==> config.mk <==
export PLATFORM = sky130hd
export DESIGN_NAME = mem64_arbiter_flat
export DESIGN_NICKNAME = d
export VERILOG_FILES = /design/src/rtl/mem64_arbiter_if.sv /design/src/rtl/mem64_arbiter.sv /design/src/flat_wrapper.sv
export SDC_FILE = /design/constraint.sdc
export NUM_CORES = 1
export LEC_CHECK = 0
export BUFFER_PORTS_ARGS = -buffer_cell sky130_fd_sc_hd__buf_4
export CAP_MARGIN = 20
export CORE_ASPECT_RATIO = 1.1
export CORE_MARGIN = 2
export CORE_UTILIZATION = 47
export DETAILED_ROUTE_END_ITERATION = 8
export GPL_TIMING_DRIVEN = 0
export HOLD_SLACK_MARGIN = 0.08
export PLACE_DENSITY = 0.81
export SETUP_SLACK_MARGIN = 0.5
export SLEW_MARGIN = 20
export SYNTH_ARGS = -nofsm -noshare
export SYNTH_HDL_FRONTEND = slang
export SYNTH_SLANG_ARGS = --single-unit
==> constraint.sdc <==
create_clock -name CLK -period 1.7 [get_ports CLK]
set_input_delay 0.34 -clock CLK [delete_from_list [all_inputs] [get_ports CLK]]
set_output_delay 0.34 -clock CLK [all_outputs]
set_load 0.02 [all_outputs]
==> src/rtl/mem64_arbiter_if.sv <==
// rtl/mem64_arbiter_if.sv - requester, clear and memory-side signals of the two-port arbiter
interface mem64_arbiter_if;
  logic       REQ_A;
  logic       REQ_B;
  logic       WE_A;
  logic       WE_B;
  logic [5:0] ADDR_A;
  logic [5:0] ADDR_B;
  logic [7:0] DIN_A;
  logic [7:0] DIN_B;
  logic       CLR_REQ;
  logic       GNT_A;
  logic       GNT_B;
  logic       ACK_A;
  logic       ACK_B;
  logic [7:0] DOUT_A;
  logic [7:0] DOUT_B;
  logic       CLR_ACK;
  logic       BUSY;
  logic [7:0] M_DIN;
  logic [5:0] M_ADDR;
  logic       M_R_EN;
  logic       M_W_EN;
  logic       M_RESET;
  logic [7:0] M_DOUT;

  modport slave (
    input  REQ_A, REQ_B, WE_A, WE_B, ADDR_A, ADDR_B, DIN_A, DIN_B, CLR_REQ, M_DOUT,
    output GNT_A, GNT_B, ACK_A, ACK_B, DOUT_A, DOUT_B, CLR_ACK, BUSY,
           M_DIN, M_ADDR, M_R_EN, M_W_EN, M_RESET
  );

  modport master (
    output REQ_A, REQ_B, WE_A, WE_B, ADDR_A, ADDR_B, DIN_A, DIN_B, CLR_REQ, M_DOUT,
    input  GNT_A, GNT_B, ACK_A, ACK_B, DOUT_A, DOUT_B, CLR_ACK, BUSY,
           M_DIN, M_ADDR, M_R_EN, M_W_EN, M_RESET
  );
endinterface

==> src/rtl/mem64_arbiter.sv <==
// rtl/mem64_arbiter.sv - round-robin two-requester arbiter for a 64x8 memory with whole-memory clear
module mem64_arbiter (
  input  logic           CLK,
  input  logic           RESET,
  mem64_arbiter_if.slave bus
);
  typedef enum logic [2:0] {IDLE, ACCESS, WAIT, DONE, CLEAR} state_t;

  state_t     state;
  state_t     state_n;
  logic       pri;
  logic       winner;
  logic       winner_n;
  logic       we_l;
  logic       we_n;
  logic       clr_op;
  logic       clr_n;
  logic       start;
  logic       owns_n;
  logic [5:0] sel_addr;
  logic [7:0] sel_din;

  always_ff @(posedge CLK) begin
    if (!RESET) state <= IDLE;
    else        state <= state_n;
  end

  // Outputs are derived from the next state so that every output is a register.
  always_comb begin
    state_n  = state;
    winner_n = winner;
    clr_n    = clr_op;
    start    = 1'b0;
    case (state)
      IDLE: begin
        if (bus.CLR_REQ) begin
          state_n = CLEAR;
          clr_n   = 1'b1;
        end else if (bus.REQ_A || bus.REQ_B) begin
          state_n  = ACCESS;
          start    = 1'b1;
          clr_n    = 1'b0;
          winner_n = (bus.REQ_A && bus.REQ_B) ? pri : bus.REQ_B;
        end
      end
      ACCESS:  state_n = WAIT;
      WAIT:    state_n = DONE;
      DONE:    state_n = IDLE;
      CLEAR:   state_n = DONE;
      default: state_n = IDLE;
    endcase
    sel_addr = winner_n ? bus.ADDR_B : bus.ADDR_A;
    sel_din  = winner_n ? bus.DIN_B  : bus.DIN_A;
    we_n     = start ? (winner_n ? bus.WE_B : bus.WE_A) : we_l;
    owns_n   = !clr_n && (state_n == ACCESS || state_n == WAIT || state_n == DONE);
  end

  always_ff @(posedge CLK) begin
    if (!RESET) begin
      pri         <= 1'b0;
      winner      <= 1'b0;
      we_l        <= 1'b0;
      clr_op      <= 1'b0;
      bus.GNT_A   <= 1'b0;
      bus.GNT_B   <= 1'b0;
      bus.ACK_A   <= 1'b0;
      bus.ACK_B   <= 1'b0;
      bus.CLR_ACK <= 1'b0;
      bus.BUSY    <= 1'b0;
      bus.M_R_EN  <= 1'b0;
      bus.M_W_EN  <= 1'b0;
      bus.M_RESET <= 1'b0;
      bus.M_ADDR  <= 6'd0;
      bus.M_DIN   <= 8'd0;
      bus.DOUT_A  <= 8'd0;
      bus.DOUT_B  <= 8'd0;
    end else begin
      winner <= winner_n;
      we_l   <= we_n;
      clr_op <= clr_n;
      if (start) begin
        bus.M_ADDR <= sel_addr;
        bus.M_DIN  <= sel_din;
      end
      // The loser of this transaction is favoured next time; a clear leaves PRI alone.
      if (state == DONE && !clr_op) pri <= ~winner;
      if (state == WAIT && !we_l) begin
        if (winner) bus.DOUT_B <= bus.M_DOUT;
        else        bus.DOUT_A <= bus.M_DOUT;
      end
      bus.GNT_A   <= owns_n && !winner_n;
      bus.GNT_B   <= owns_n && winner_n;
      bus.ACK_A   <= (state_n == DONE) && !clr_n && !winner_n;
      bus.ACK_B   <= (state_n == DONE) && !clr_n && winner_n;
      bus.CLR_ACK <= (state_n == DONE) && clr_n;
      bus.BUSY    <= (state_n != IDLE);
      bus.M_RESET <= (state_n == CLEAR);
      bus.M_W_EN  <= (state_n == ACCESS) && we_n;
      bus.M_R_EN  <= (state_n == ACCESS) && !we_n;
    end
  end
endmodule

==> src/flat_wrapper.sv <==
// flat-port wrapper written by rule: the top's interface ports become plain ports
module mem64_arbiter_flat 
  (CLK, RESET, bus_REQ_A, bus_REQ_B, bus_WE_A, bus_WE_B, bus_ADDR_A, bus_ADDR_B, bus_DIN_A, bus_DIN_B, bus_CLR_REQ, bus_M_DOUT, bus_GNT_A, bus_GNT_B, bus_ACK_A, bus_ACK_B, bus_DOUT_A, bus_DOUT_B, bus_CLR_ACK, bus_BUSY, bus_M_DIN, bus_M_ADDR, bus_M_R_EN, bus_M_W_EN, bus_M_RESET);
  mem64_arbiter_if bus_i ();
  input  logic CLK;
  input  logic RESET;
  input wire logic [$bits(bus_i.REQ_A)-1:0] bus_REQ_A;
  input wire logic [$bits(bus_i.REQ_B)-1:0] bus_REQ_B;
  input wire logic [$bits(bus_i.WE_A)-1:0] bus_WE_A;
  input wire logic [$bits(bus_i.WE_B)-1:0] bus_WE_B;
  input wire logic [$bits(bus_i.ADDR_A)-1:0] bus_ADDR_A;
  input wire logic [$bits(bus_i.ADDR_B)-1:0] bus_ADDR_B;
  input wire logic [$bits(bus_i.DIN_A)-1:0] bus_DIN_A;
  input wire logic [$bits(bus_i.DIN_B)-1:0] bus_DIN_B;
  input wire logic [$bits(bus_i.CLR_REQ)-1:0] bus_CLR_REQ;
  input wire logic [$bits(bus_i.M_DOUT)-1:0] bus_M_DOUT;
  output wire logic [$bits(bus_i.GNT_A)-1:0] bus_GNT_A;
  output wire logic [$bits(bus_i.GNT_B)-1:0] bus_GNT_B;
  output wire logic [$bits(bus_i.ACK_A)-1:0] bus_ACK_A;
  output wire logic [$bits(bus_i.ACK_B)-1:0] bus_ACK_B;
  output wire logic [$bits(bus_i.DOUT_A)-1:0] bus_DOUT_A;
  output wire logic [$bits(bus_i.DOUT_B)-1:0] bus_DOUT_B;
  output wire logic [$bits(bus_i.CLR_ACK)-1:0] bus_CLR_ACK;
  output wire logic [$bits(bus_i.BUSY)-1:0] bus_BUSY;
  output wire logic [$bits(bus_i.M_DIN)-1:0] bus_M_DIN;
  output wire logic [$bits(bus_i.M_ADDR)-1:0] bus_M_ADDR;
  output wire logic [$bits(bus_i.M_R_EN)-1:0] bus_M_R_EN;
  output wire logic [$bits(bus_i.M_W_EN)-1:0] bus_M_W_EN;
  output wire logic [$bits(bus_i.M_RESET)-1:0] bus_M_RESET;
  assign bus_i.REQ_A = bus_REQ_A;
  assign bus_i.REQ_B = bus_REQ_B;
  assign bus_i.WE_A = bus_WE_A;
  assign bus_i.WE_B = bus_WE_B;
  assign bus_i.ADDR_A = bus_ADDR_A;
  assign bus_i.ADDR_B = bus_ADDR_B;
  assign bus_i.DIN_A = bus_DIN_A;
  assign bus_i.DIN_B = bus_DIN_B;
  assign bus_i.CLR_REQ = bus_CLR_REQ;
  assign bus_i.M_DOUT = bus_M_DOUT;
  assign bus_GNT_A = bus_i.GNT_A;
  assign bus_GNT_B = bus_i.GNT_B;
  assign bus_ACK_A = bus_i.ACK_A;
  assign bus_ACK_B = bus_i.ACK_B;
  assign bus_DOUT_A = bus_i.DOUT_A;
  assign bus_DOUT_B = bus_i.DOUT_B;
  assign bus_CLR_ACK = bus_i.CLR_ACK;
  assign bus_BUSY = bus_i.BUSY;
  assign bus_M_DIN = bus_i.M_DIN;
  assign bus_M_ADDR = bus_i.M_ADDR;
  assign bus_M_R_EN = bus_i.M_R_EN;
  assign bus_M_W_EN = bus_i.M_W_EN;
  assign bus_M_RESET = bus_i.M_RESET;
  mem64_arbiter u_core (.CLK(CLK), .RESET(RESET), .bus(bus_i));
endmodule
# Word level (Yosys, flattened, before mapping)
# Cells that the tools add are included.
[word_totals] inputBits=43 wordCells=69 ff_bits=46
[classes] reduce_logical=25 muxes=17 eq_ne=8 bitwise_logic=1
[op_table] op="$eq 3x2->1 const B" n=4
[op_table] op="$logic_and 1x1->1" n=12
[op_table] op="$mux 1" n=12
[op_table] op="$pmux 3 s3" n=1
[op_table] op="$mux 8" n=1
[op_table] op="$eq 3x1->1 const B" n=2
[op_table] op="$eq 3x3->1 const B" n=2
[op_table] op="$mux 3" n=2
[op_table] op="$mux 6" n=1
[op_table] op="$logic_not 1->1" n=5
[op_table] op="$reduce_and 2->1" n=2
[op_table] op="$logic_not 3->1" n=1
[op_table] op="$logic_or 1x1->1" n=3
[op_table] op="$reduce_bool 3->1" n=1
[op_table] op="$reduce_or 2->1" n=1
[op_table] op="$not 1->1" n=1

# Logic depth before layout (Yosys ltp)
# Gate-level depths: netlist of the first run.
[depth] ltp_word=9 mapped_depth=6

# Least setup slack after synthesis of the first run
# No wires, ideal clock.
[synth_path] kind="reg2reg" from="register u_core.state[2]" to="register u_core.bus.DOUT_A[4]" path_stages_with_launch=6 setup_ns=0.132 arrival_ns=1.328 setup_slack_ns=0.239 path_buffers=2 cell_sequence="dfxtp_1 -> buf_4 -> or4b_4 -> buf_6 -> o21ai_1 -> a21oi_1"
[synth_via] elab_chain_cells=3
[synth_lines] element="start: declaration" line="mem64_arbiter.sv:9" source="state_t state;"
[synth_lines] element="start signal: assignment" line="mem64_arbiter.sv:25" source="else state <= state_n;"
[synth_lines] element="$eq 3x2->1" line="mem64_arbiter.sv:87" source="if (state == WAIT && !we_l) begin"
[synth_lines] element="$logic_and 1x1->1" line="mem64_arbiter.sv:87"
[synth_lines] element="$reduce_and 2->1 (no source line)"
[synth_lines] element="end signal: assignment" line="mem64_arbiter.sv:89" source="else bus.DOUT_A <= bus.M_DOUT;"
[synth_lines] element="end: declaration" line="mem64_arbiter_if.sv:29" source="output GNT_A, GNT_B, ACK_A, ACK_B, DOUT_A, DOUT_B, CLR_ACK, BUSY,"
# No other way between the ends.
# A chain may end at the register's enable or synchronous reset.

# Final worst setup path of the first run
# Same ends and word-level chain as after synthesis.

==> results of run 1 <==
[area by class of cell]
cell class,count,area (µm²),area share [%]
plain buffers,19,165,5.05
flip-flops and latches,46,925,28.3
inverters,5,18.8,0.574
clock inverters,2,60.1,1.84
multi-input cells,134,1100,33.8
repair buffers,102,847,25.9
well taps,52,65.1,1.99
clock buffers,6,82.6,2.53
[worst max path at each step]
stage | endpoint | cells after the start | slack, ns | startpoint
2_1_floorplan | u_core.bus.DOUT_A[4] | 5 | 0.26 | u_core.state[0]
4_1_cts | u_core.bus.DOUT_B[3] | 5 | 0.19 | u_core.state[0]
3_5_place_dp | u_core.bus.M_ADDR[0] | 7 | 0.09 | bus_REQ_B
6_report | u_core.bus.DOUT_A[4] | 5 | 0.14 | u_core.state[2]
3_3_place_gp | u_core.bus.M_DIN[5] | 6 | 0.12 | bus_CLR_REQ
5_1_grt | u_core.bus.ACK_B | 6 | 0.10 | u_core.state[0]
[registers in the layout, indices dropped and copies added (netlist names)]
signal,count
u_core.bus.ACK_A,1
u_core.bus.M_ADDR,6
u_core.bus.DOUT_B,8
u_core.we_l,1
u_core.bus.GNT_B,1
u_core.state,3
u_core.pri,1
u_core.bus.M_R_EN,1
u_core.bus.M_W_EN,1
u_core.bus.GNT_A,1
u_core.bus.BUSY,1
u_core.winner,1
u_core.bus.CLR_ACK,1
u_core.bus.M_RESET,1
u_core.bus.M_DIN,8
u_core.bus.ACK_B,1
u_core.bus.DOUT_A,8
u_core.clr_op,1
[cell usage after synthesis (2+ instances only)]
cell type / instances
inv_1: 4
o21ai_1: 8
o2111ai_1: 2
a211oi_1: 17
nor2_1: 5
nand2_1: 3
clkbuf_1: 5
a21oi_1: 33
buf_6: 3
o21ai_2: 2
buf_4: 4
and2_1: 3
buf_2: 7
o21ai_0: 9
mux2i_1: 14
nand3_1: 17
dfxtp_1: 46
[metrics by stage]
stage | power (mW) | utilization, %
after CTS | 4.77 | 79.7
after global placement | 3.18 | 67.3
final | 5.06 | 82.4
after floorplan | 2.63 | -
after global routing | 5.28 | 82.4
after detailed placement | 3.20 | 67.3
[power breakdown]
| group | switching, mW | internal (mW) | total [mW] |
|---|---|---|---|
| clock network | 0.391 | 0.627 | 1.02 |
| logic | 1.31 | 1.26 | 2.57 |
| registers | 0.153 | 1.32 | 1.48 |
| total | 1.86 | 3.20 | 5.06 |
[worst min-delay path, cell delays in order]
cell	delay [ns]
buf_4	0.11
nand3_1	0.06
a21oi_1	0.05
[layer usage]
layer	share of wire, %	track usage (%)
met5	0	0
met1	41	29.7
met4	1.1	7.41
met2	51	41.3
met3	7.1	6.75
[cell usage in the layout, fill, tap and decap left out, drive strengths merged, types with 2 or more instances in the layout]
| cell | synthesis | final |
|---|---|---|
| nor2 | 5 | 5 |
| inv | 5 | 5 |
| and2 | 4 | 4 |
| a21oi | 33 | 33 |
| a211oi | 17 | 17 |
| nand3 | 17 | 17 |
| nor4b | 2 | 2 |
| bufinv | 0 | 2 |
| mux2i | 14 | 14 |
| o21ai | 19 | 19 |
| buf | 14 | 116 |
| clkbuf | 5 | 11 |
| dfxtp | 46 | 46 |
| o2111ai | 2 | 2 |
| nand2 | 3 | 3 |
[kinds of logic after synthesis]
group           share of synthesized area (%)
simple gates                             13.9
xor+xnor                                0.904
mux                                      7.23
compound gates                           23.4
buf+inv                                  7.04
flops                                    47.5
[repair_timing]
action / 4_1_cts / 5_1_grt
endpoints found under the hold margin: 0 / 0
pin swaps: 24 / 12
setup buffers: 15 / 2
gates cloned: 4 / 0
hold buffers: 0 / 0
resized for setup: 50 / 23
setup endpoints to repair: 43 / 47
==> flow_metrics.py, run 1 <==
metrics = {
    "outcome": {
        "outcome": "finished, final reports clean",
    },
    "floorplanning": {
        "io_pins": 82,
        "start_util_pct": 48.9,
        "rows": 24,
        "die_y_um": 71.4,
        "die_w_um": 65.2,
        "die_area_um2": 4650,
        "core_um2": 3960,
    },
    "cells_and_area": {
        "drive_above_1_share_pct": 56.4,
        "finalInstanceArea_um2": 3270,
        "fillers": 237,
        "final_nets": 356,
        "antenna_cells": 0,
        "fin_cells": 366,
        "area_growth_pct": 68.6,
    },
    "routing": {
        "wl_per_cell_um": 16.1,
        "first_pass_iters": 4,
        "wl_um": 5900,
        "ant_nets": 0,
        "drt-vias-per-instance": 5.59,
        "vias": 2046,
        "drc": 0,
        "drtIter0Drc": 74,
    },
    "global_route": {
        "grt_first_pass_wirelength_um": 8890,
        "grt_pass1_vias": 1957,
        "antenna_found_initial": 0,
        "overflow": 0,
        "grt_use_total_pct": 24.2,
        "grt_max_degree": 15,
    },
    "worst_setup_path": {
        "reg2reg_to": "u_core.bus.DOUT_A[4]",
        "worstPathArrival_ns": 1.73,
        "rrSetupSlack_ns": 0.14,
        "path_cells": "buf_6 -> or4b_4 -> buf_8 -> o21ai_2 -> a21oi_1",
        "critPathTopFamily": "simple AND/OR/NAND/NOR gates",
        "critPathMaxFanout": 8,
        "cp.required_ns": 1.87,
        "reg2reg_from": "u_core.state[2]",
        "r2r_cells": 5,
        "startpoint_type": "flop",
        "crit_slowest_cell": "or4b_4",
        "endpoint_kind": "flop",
        "critical_path_class": "reg2reg",
        "path_buf_inv": 2,
        "critPathMaxStageDelay_ns": 0.60,
    },
    "power_and_ir_drop": {
        "p_leak_nw": 1.40,
        "peakVddDrop_mv": 1.07,
        "power_density_nw_per_um2": 1550,
    },
    "placement": {
        "dpl_cell_area_um2": 2670,
        "dp_hpwl_um": 3450,
        "portBuffers": 81,
        "dpl_worst_slack_ns": 0.0937,
        "routabilityCongestion": 0.831,
        "placed_cells": 337,
    },
    "synthesis": {
        "ys_async_sr_fraction_pct": 0,
        "syn-cell-area_um2": 1940,
        "synth.area.top_cells": "dfxtp_1 48%, a21oi_1 8.5%, mux2i_1 7.2%",
        "syn-num-nets": 247,
        "yosysWarnings": 0,
        "ys.flop_type": "dfxtp_1",
        "yosys.area.top_type": "dfxtp_1",
        "ys_seq_elements": 46,
        "synth-edff-count": 0,
        "yosysUniqueCellTypes": 39,
        "synth-seq-area-share_pct": 47.5,
        "synth_top_area_share_pct": 47.5,
        "synth_cells": 204,
        "syn_area_per_cell_um2": 9.50,
    },
    "clocking": {
        "clkSlewWorstSetupHoldPaths_ns": 0.09,
        "cts_made_buffers": 5,
        "h-tree-depth": 2,
        "clock_latency_ns": 0.30,
        "clockBufferDepth": 2,
        "cts-root-buf": "clkbuf_8",
        "cts_tree": "yes",
        "cts.sinks": 46,
    },
    "sta": {
        "setup_tns_ns": 0,
        "post-route-period-util_pct": 91.7,
        "max_freq_mhz": 641,
        "worst_clock_skew_ns": 0.00486,
        "finalHoldViolCount": 0,
        "tightest_slew_ns": 0.686,
        "holdWs_ns": 0.300,
        "period_minus_slack_ns": 1.56,
        "fin_ws_ns": 0.141,
        "slew_violations": 0,
        "rsz0062_at_grt": "yes",
        "setup_violations": 0,
        "slew_headroom_pct": 54.3,
    },
    "job": {
        "drv_cap": 0,
    },
    "hold_path": {
        "holdPathStages": 3,
        "min_to": "u_core.bus.DOUT_A[6]",
        "hold_start": "bus_M_DOUT[6]",
        "hp-class": "in2reg",
    },
}
No activity file was read; power rests on OpenSTA's default activity.
==> run 2, diff against run 1 <==
--- a/config.mk
+++ b/config.mk
@@ -13,7 +13,7 @@
 export DETAILED_ROUTE_END_ITERATION = 8
 export GPL_TIMING_DRIVEN = 0
 export HOLD_SLACK_MARGIN = 0.08
-export PLACE_DENSITY = 0.81
+export PLACE_DENSITY_LB_ADDON = 0.08
 export SETUP_SLACK_MARGIN = 0.5
 export SLEW_MARGIN = 20
 export SYNTH_ARGS = -nofsm -noshare
==> flow_metrics.py, run 2 (synthesized netlist as in run 1, its figures left out) <==
metrics = {
    "worst_setup_path": {
        "critPathMaxFanout": 7,
        "crit_slowest_cell": "or4b_4",
        "r2r_cells": 5,
        "critPathMaxStageDelay_ns": 0.61,
        "startpoint_type": "flop",
        "reg2reg_from": "u_core.state[2]",
        "worstPathArrival_ns": 1.76,
        "path_cells": "buf_6 -> or4b_4 -> buf_8 -> o21ai_4 -> a21oi_2",
        "rrSetupSlack_ns": 0.10,
        "reg2reg_to": "u_core.bus.DOUT_B[1]",
        "cp.required_ns": 1.86,
        "critical_path_class": "reg2reg",
        "endpoint_kind": "flop",
    },
    "sta": {
        "post-route-period-util_pct": 94.1,
        "slew_violations": 0,
        "slew_headroom_pct": 56.0,
        "max_freq_mhz": 625,
        "worst_clock_skew_ns": 0.00549,
        "period_minus_slack_ns": 1.60,
        "setup_tns_ns": 0,
        "rsz0062_at_grt": "yes",
        "tightest_slew_ns": 0.660,
        "setup_violations": 0,
        "finalHoldViolCount": 0,
    },
    "cells_and_area": {
        "reg_top3": "u_core.bus.DOUT_A (8), u_core.bus.DOUT_B (8), u_core.bus.M_DIN (8)",
        "register_area_um2": 925,
        "area_growth_pct": 68.0,
        "multiInputGateArea_um2": 1160,
        "drive_above_1_share_pct": 58.6,
        "layout_common_cells": "94 x buf_4, 43 x dfxtp_1, 23 x a21oi_1, 17 x buf_6, 16 x nand3_1",
        "antenna_cells": 0,
        "fillers": 244,
        "final_nets": 357,
        "final_util_pct": 82.1,
        "mostFrequentLayoutCell": "buf_4",
    },
    "global_route": {
        "grt_use_met1_pct": 29.8,
        "antenna_found_initial": 0,
        "met3_usage_pct": 4.55,
        "grt_busiest_layer": "met2",
        "grt_first_pass_wirelength_um": 9190,
        "grt_use_met2_pct": 45.2,
        "grt_pass1_vias": 1982,
        "grt_use_total_pct": 25.4,
        "overflow": 0,
        "grt_max_degree": 14,
    },
    "floorplanning": {
        "io_pins": 82,
        "die_y_um": 71.4,
        "die_area_um2": 4650,
        "core_um2": 3960,
        "start_util_pct": 48.9,
        "die_w_um": 65.2,
        "rows": 24,
    },
    "routing": {
        "wl_per_cell_um": 16.4,
        "drt-vias-per-instance": 5.53,
        "wl_um": 6020,
        "drc": 0,
        "vias": 2025,
        "first_pass_iters": 4,
        "drtIter0Drc": 131,
        "ant_nets": 0,
    },
    "placement": {
        "dp_hpwl_um": 3480,
        "routabilityCongestion": 0.754,
        "portBuffers": 81,
    },
    "clocking": {
        "clockBufferDepth": 2,
        "cts-root-buf": "clkbuf_8",
        "clock_latency_ns": 0.29,
        "hold_buffers": 0,
        "cts.sinks": 46,
        "cts_tree": "yes",
        "h-tree-depth": 2,
        "clkSlewWorstSetupHoldPaths_ns": 0.08,
        "cts_made_buffers": 5,
    },
    "job": {
        "drv_cap": 0,
    },
    "power_and_ir_drop": {
        "p_leak_nw": 1.37,
        "peakVddDrop_mv": 0.999,
        "power_density_nw_per_um2": 1430,
    },
    "hold_path": {
        "hp-class": "in2reg",
        "holdPathStages": 3,
        "min_to": "u_core.bus.DOUT_B[5]",
        "hold_start": "bus_M_DOUT[5]",
    },
    "outcome": {
        "outcome": "finished, final reports clean",
    },
}
==> run 2: worst max-delay path by stage <==
stage	from	end	slack (ns)
after global routing	u_core.state[2]	u_core.bus.CLR_ACK	-0.01
after CTS	u_core.state[0]	u_core.bus.DOUT_A[3]	0.19
after detailed placement	bus_REQ_B	u_core.bus.M_ADDR[0]	0.08
final	u_core.state[2]	u_core.bus.DOUT_B[1]	0.10
after global placement	bus_CLR_REQ	u_core.bus.M_DIN[6]	0.12
after floorplan	u_core.state[0]	u_core.bus.DOUT_A[4]	0.26
==> run 2: area by class of cell <==
type                    count  share of cell area [%]
inverters                   5                   0.576
multi-input cells         134                    35.5
plain buffers              19                    4.84
well taps                  52                    2.00
clock buffers               5                    2.11
flip-flops and latches     46                    28.4
clock inverters             2                   0.307
repair buffers            103                    26.2
==> run 2: worst max-delay path, delay by kind of cell, from the launching register on <==
| kind | cells | cell delay (ns) |
|---|---|---|
| and+or+nand+nor | 1 | 0.61 |
| DFF | 1 | 0.32 |
| AOI/OAI and AO/OA | 2 | 0.22 |
| buffers and inverters | 2 | 0.31 |
==> run 2: routing by layer <==
layer	part of all wire [%]	up-vias
met5	0	-
met4	2.9	0
met3	5.1	15
met2	53	82
met1	39	960
li1	-	968
==> run 2: per-stage QoR <==
| stage | cells | power, mW | worst slack (ns) | instance area, µm² | hold slack, ns |
|---|---|---|---|---|---|
| after CTS | 360 | 4.39 | 0.188 | 3070 | 0.311 |
| after global placement | 337 | 3.19 | 0.123 | 2670 | 0.450 |
| final | 366 | 4.65 | 0.100 | 3260 | 0.315 |
| after floorplan | 204 | 2.63 | 0.257 | 2000 | 0.457 |
| after global routing | 366 | 4.87 | -0.0113 | 3260 | 0.309 |
| after detailed placement | 337 | 3.21 | 0.0843 | 2670 | 0.456 |
==> run 2: report_power, final <==
part           switching [mW]  internal, mW  total (mW)
logic                    1.33          1.23        2.56
clock network           0.344         0.276       0.621
registers               0.147          1.32        1.47
total                    1.82          2.82        4.65
==> run 2: repair_timing <==
action	4_1_cts	5_1_grt
buffers inserted	12	6
setup endpoints to repair	42	47
endpoints found under the hold margin	0	0
pin swaps	23	10
gates resized for setup	53	29
gates cloned	4	0
==> run 3, diff against run 2 <==
--- a/config.mk
+++ b/config.mk
@@ -5,12 +5,13 @@
 export SDC_FILE = /design/constraint.sdc
 export NUM_CORES = 1
 export LEC_CHECK = 0
-export BUFFER_PORTS_ARGS = -buffer_cell sky130_fd_sc_hd__buf_4
+export BUFFER_PORTS_ARGS = -buffer_cell sky130_fd_sc_hd__clkbuf_2
 export CAP_MARGIN = 20
 export CORE_ASPECT_RATIO = 1.1
-export CORE_MARGIN = 2
+export CORE_MARGIN = 1
 export CORE_UTILIZATION = 47
 export DETAILED_ROUTE_END_ITERATION = 8
+export GPL_ROUTABILITY_DRIVEN = 0
 export GPL_TIMING_DRIVEN = 0
 export HOLD_SLACK_MARGIN = 0.08
 export PLACE_DENSITY_LB_ADDON = 0.08
==> flow_metrics.py, run 3 (synthesized netlist as in run 1, its figures left out) <==
metrics = {
    "outcome": {
        "outcome": "finished, final reports clean",
    },
    "global_route": {
        "grt_pass1_vias": 1818,
        "grt_first_pass_wirelength_um": 8440,
        "antenna_found_initial": 0,
        "grt_use_total_pct": 24.4,
        "overflow": 0,
        "grt_max_degree": 15,
    },
    "floorplanning": {
        "io_pins": 82,
        "start_util_pct": 48.9,
        "die_area_um2": 4380,
        "die_y_um": 69.4,
        "core_um2": 3960,
        "die_w_um": 63.2,
        "rows": 24,
    },
    "sta": {
        "fin_ws_ns": 0.165,
        "tightest_slew_ns": 0.627,
        "finalHoldViolCount": 0,
        "holdWs_ns": 0.281,
        "period_minus_slack_ns": 1.53,
        "worst_clock_skew_ns": 0.00530,
        "slew_violations": 0,
        "setup_tns_ns": 0,
        "slew_headroom_pct": 58.2,
        "setup_violations": 0,
        "post-route-period-util_pct": 90.3,
        "max_freq_mhz": 652,
        "rsz0062_at_grt": "yes",
    },
    "routing": {
        "wl_per_cell_um": 14.6,
        "wl_um": 5360,
        "drc": 0,
        "drtIter0Drc": 95,
        "first_pass_iters": 4,
        "drt-vias-per-instance": 5.33,
        "vias": 1955,
        "ant_nets": 0,
    },
    "cells_and_area": {
        "area_growth_pct": 56.7,
        "drive_above_1_share_pct": 56.5,
        "final_nets": 357,
        "antenna_cells": 0,
        "final_util_pct": 76.6,
        "fillers": 302,
        "layout_common_cells": "76 x clkbuf_2, 45 x dfxtp_1, 26 x a21oi_1, 21 x buf_4, 16 x nand3_1",
        "mostFrequentLayoutCell": "clkbuf_2",
        "reg_top3": "u_core.bus.DOUT_A (8), u_core.bus.DOUT_B (8), u_core.bus.M_DIN (8)",
    },
    "power_and_ir_drop": {
        "intPower_mw": 2.83,
        "combPwrFrac_pct": 52.3,
        "p_seq_share_pct": 31.6,
        "peakVddDrop_mv": 0.965,
        "power_density_nw_per_um2": 1520,
        "p_sw_mw": 1.78,
        "p_leak_nw": 1.33,
        "pwr-share-clk_pct": 16.0,
        "swShare_pct": 38.6,
    },
    "worst_setup_path": {
        "endpoint_kind": "flop",
        "critical_path_class": "reg2reg",
        "startpoint_type": "flop",
        "critPathMaxFanout": 7,
        "worstPathArrival_ns": 1.71,
        "r2r_cells": 5,
        "cp.required_ns": 1.87,
    },
    "placement": {
        "portBuffers": 81,
        "dp_hpwl_um": 3280,
        "dpl_worst_slack_ns": 0.127,
    },
    "hold_path": {
        "holdPathStages": 3,
        "hp-class": "in2reg",
    },
    "clocking": {
        "clockBufferDepth": 2,
        "clkSlewWorstSetupHoldPaths_ns": 0.09,
        "clock_latency_ns": 0.30,
        "h-tree-depth": 2,
        "cts.sinks": 46,
        "cts_tree": "yes",
        "cts-root-buf": "clkbuf_8",
        "cts_made_buffers": 5,
    },
    "job": {
        "drv_cap": 0,
    },
}
[run 3: final cells by class]
type / count / area, µm² / area share, %
tap: 52 / 65.1 / 2.14
buffer: 19 / 169 / 5.56
sequential: 46 / 922 / 30.4
timing repair buffer: 103 / 656 / 21.6
clock inverter: 1 / 8.76 / 0.288
clock buffer: 7 / 96.3 / 3.17
inverter: 5 / 18.8 / 0.618
multi-input combinational: 134 / 1100 / 36.3
[run 3: power by group through the flow]
| stage | clock network (mW) | registers (mW) | logic (mW) |
|---|---|---|---|
| finish | 0.740 | 1.46 | 2.41 |
| global route | 0.795 | 1.48 | 2.57 |
| floorplan | 0 | 1.68 | 0.953 |
| CTS | 0.748 | 1.45 | 2.19 |
| global placement | 0 | 1.46 | 1.60 |
| detailed placement | 0 | 1.46 | 1.61 |
[run 3: routing by layer]
metal | track usage [%] | vias to the layer above | part of all wire, %
li1 | - | 971 | -
met1 | 29.0 | 928 | 44
met2 | 43.0 | 52 | 52
met3 | 5.76 | 4 | 3.6
met4 | 7.58 | 0 | 0.93
met5 | 0 | - | 0
[run 3: critical path: stages, from the launching register on]
cell     delay [ns]
dfxtp_1        0.31
buf_6          0.13
or4b_4         0.60
buf_6          0.17
o21ai_2        0.12
a21oi_1        0.08
[run 3: repair_timing]
action / 4_1_cts / 5_1_grt
buffers inserted: 10 / 8
hold buffers: 0 / 0
setup endpoints to repair: 43 / 52
pin swaps: 27 / 10
resized for setup: 52 / 31
cloned: 4 / 0
endpoints found under the hold margin: 0 / 0
[run 3: path summary, 6_finish.rpt]
path / startpoint / slack, ns / endpoint
worst max-delay path: u_core.state[2] / 0.17 / u_core.bus.DOUT_A[2]
worst max register to register: u_core.state[2] / 0.17 / u_core.bus.DOUT_A[2]
worst min register to register: u_core.bus.DOUT_A[0] / 0.46 / u_core.bus.DOUT_A[0]
worst min-delay path: bus_M_DOUT[6] / 0.28 / u_core.bus.DOUT_B[6]
[run 3: metrics by stage]
step | total power [mW] | cells | area, µm²
final | 4.61 | 367 | 3040
after global routing | 4.84 | 367 | 3040
after CTS | 4.38 | 359 | 2900
after detailed placement | 3.07 | 337 | 2470
after global placement | 3.05 | 337 | 2470
after floorplan | 2.63 | 204 | 2000
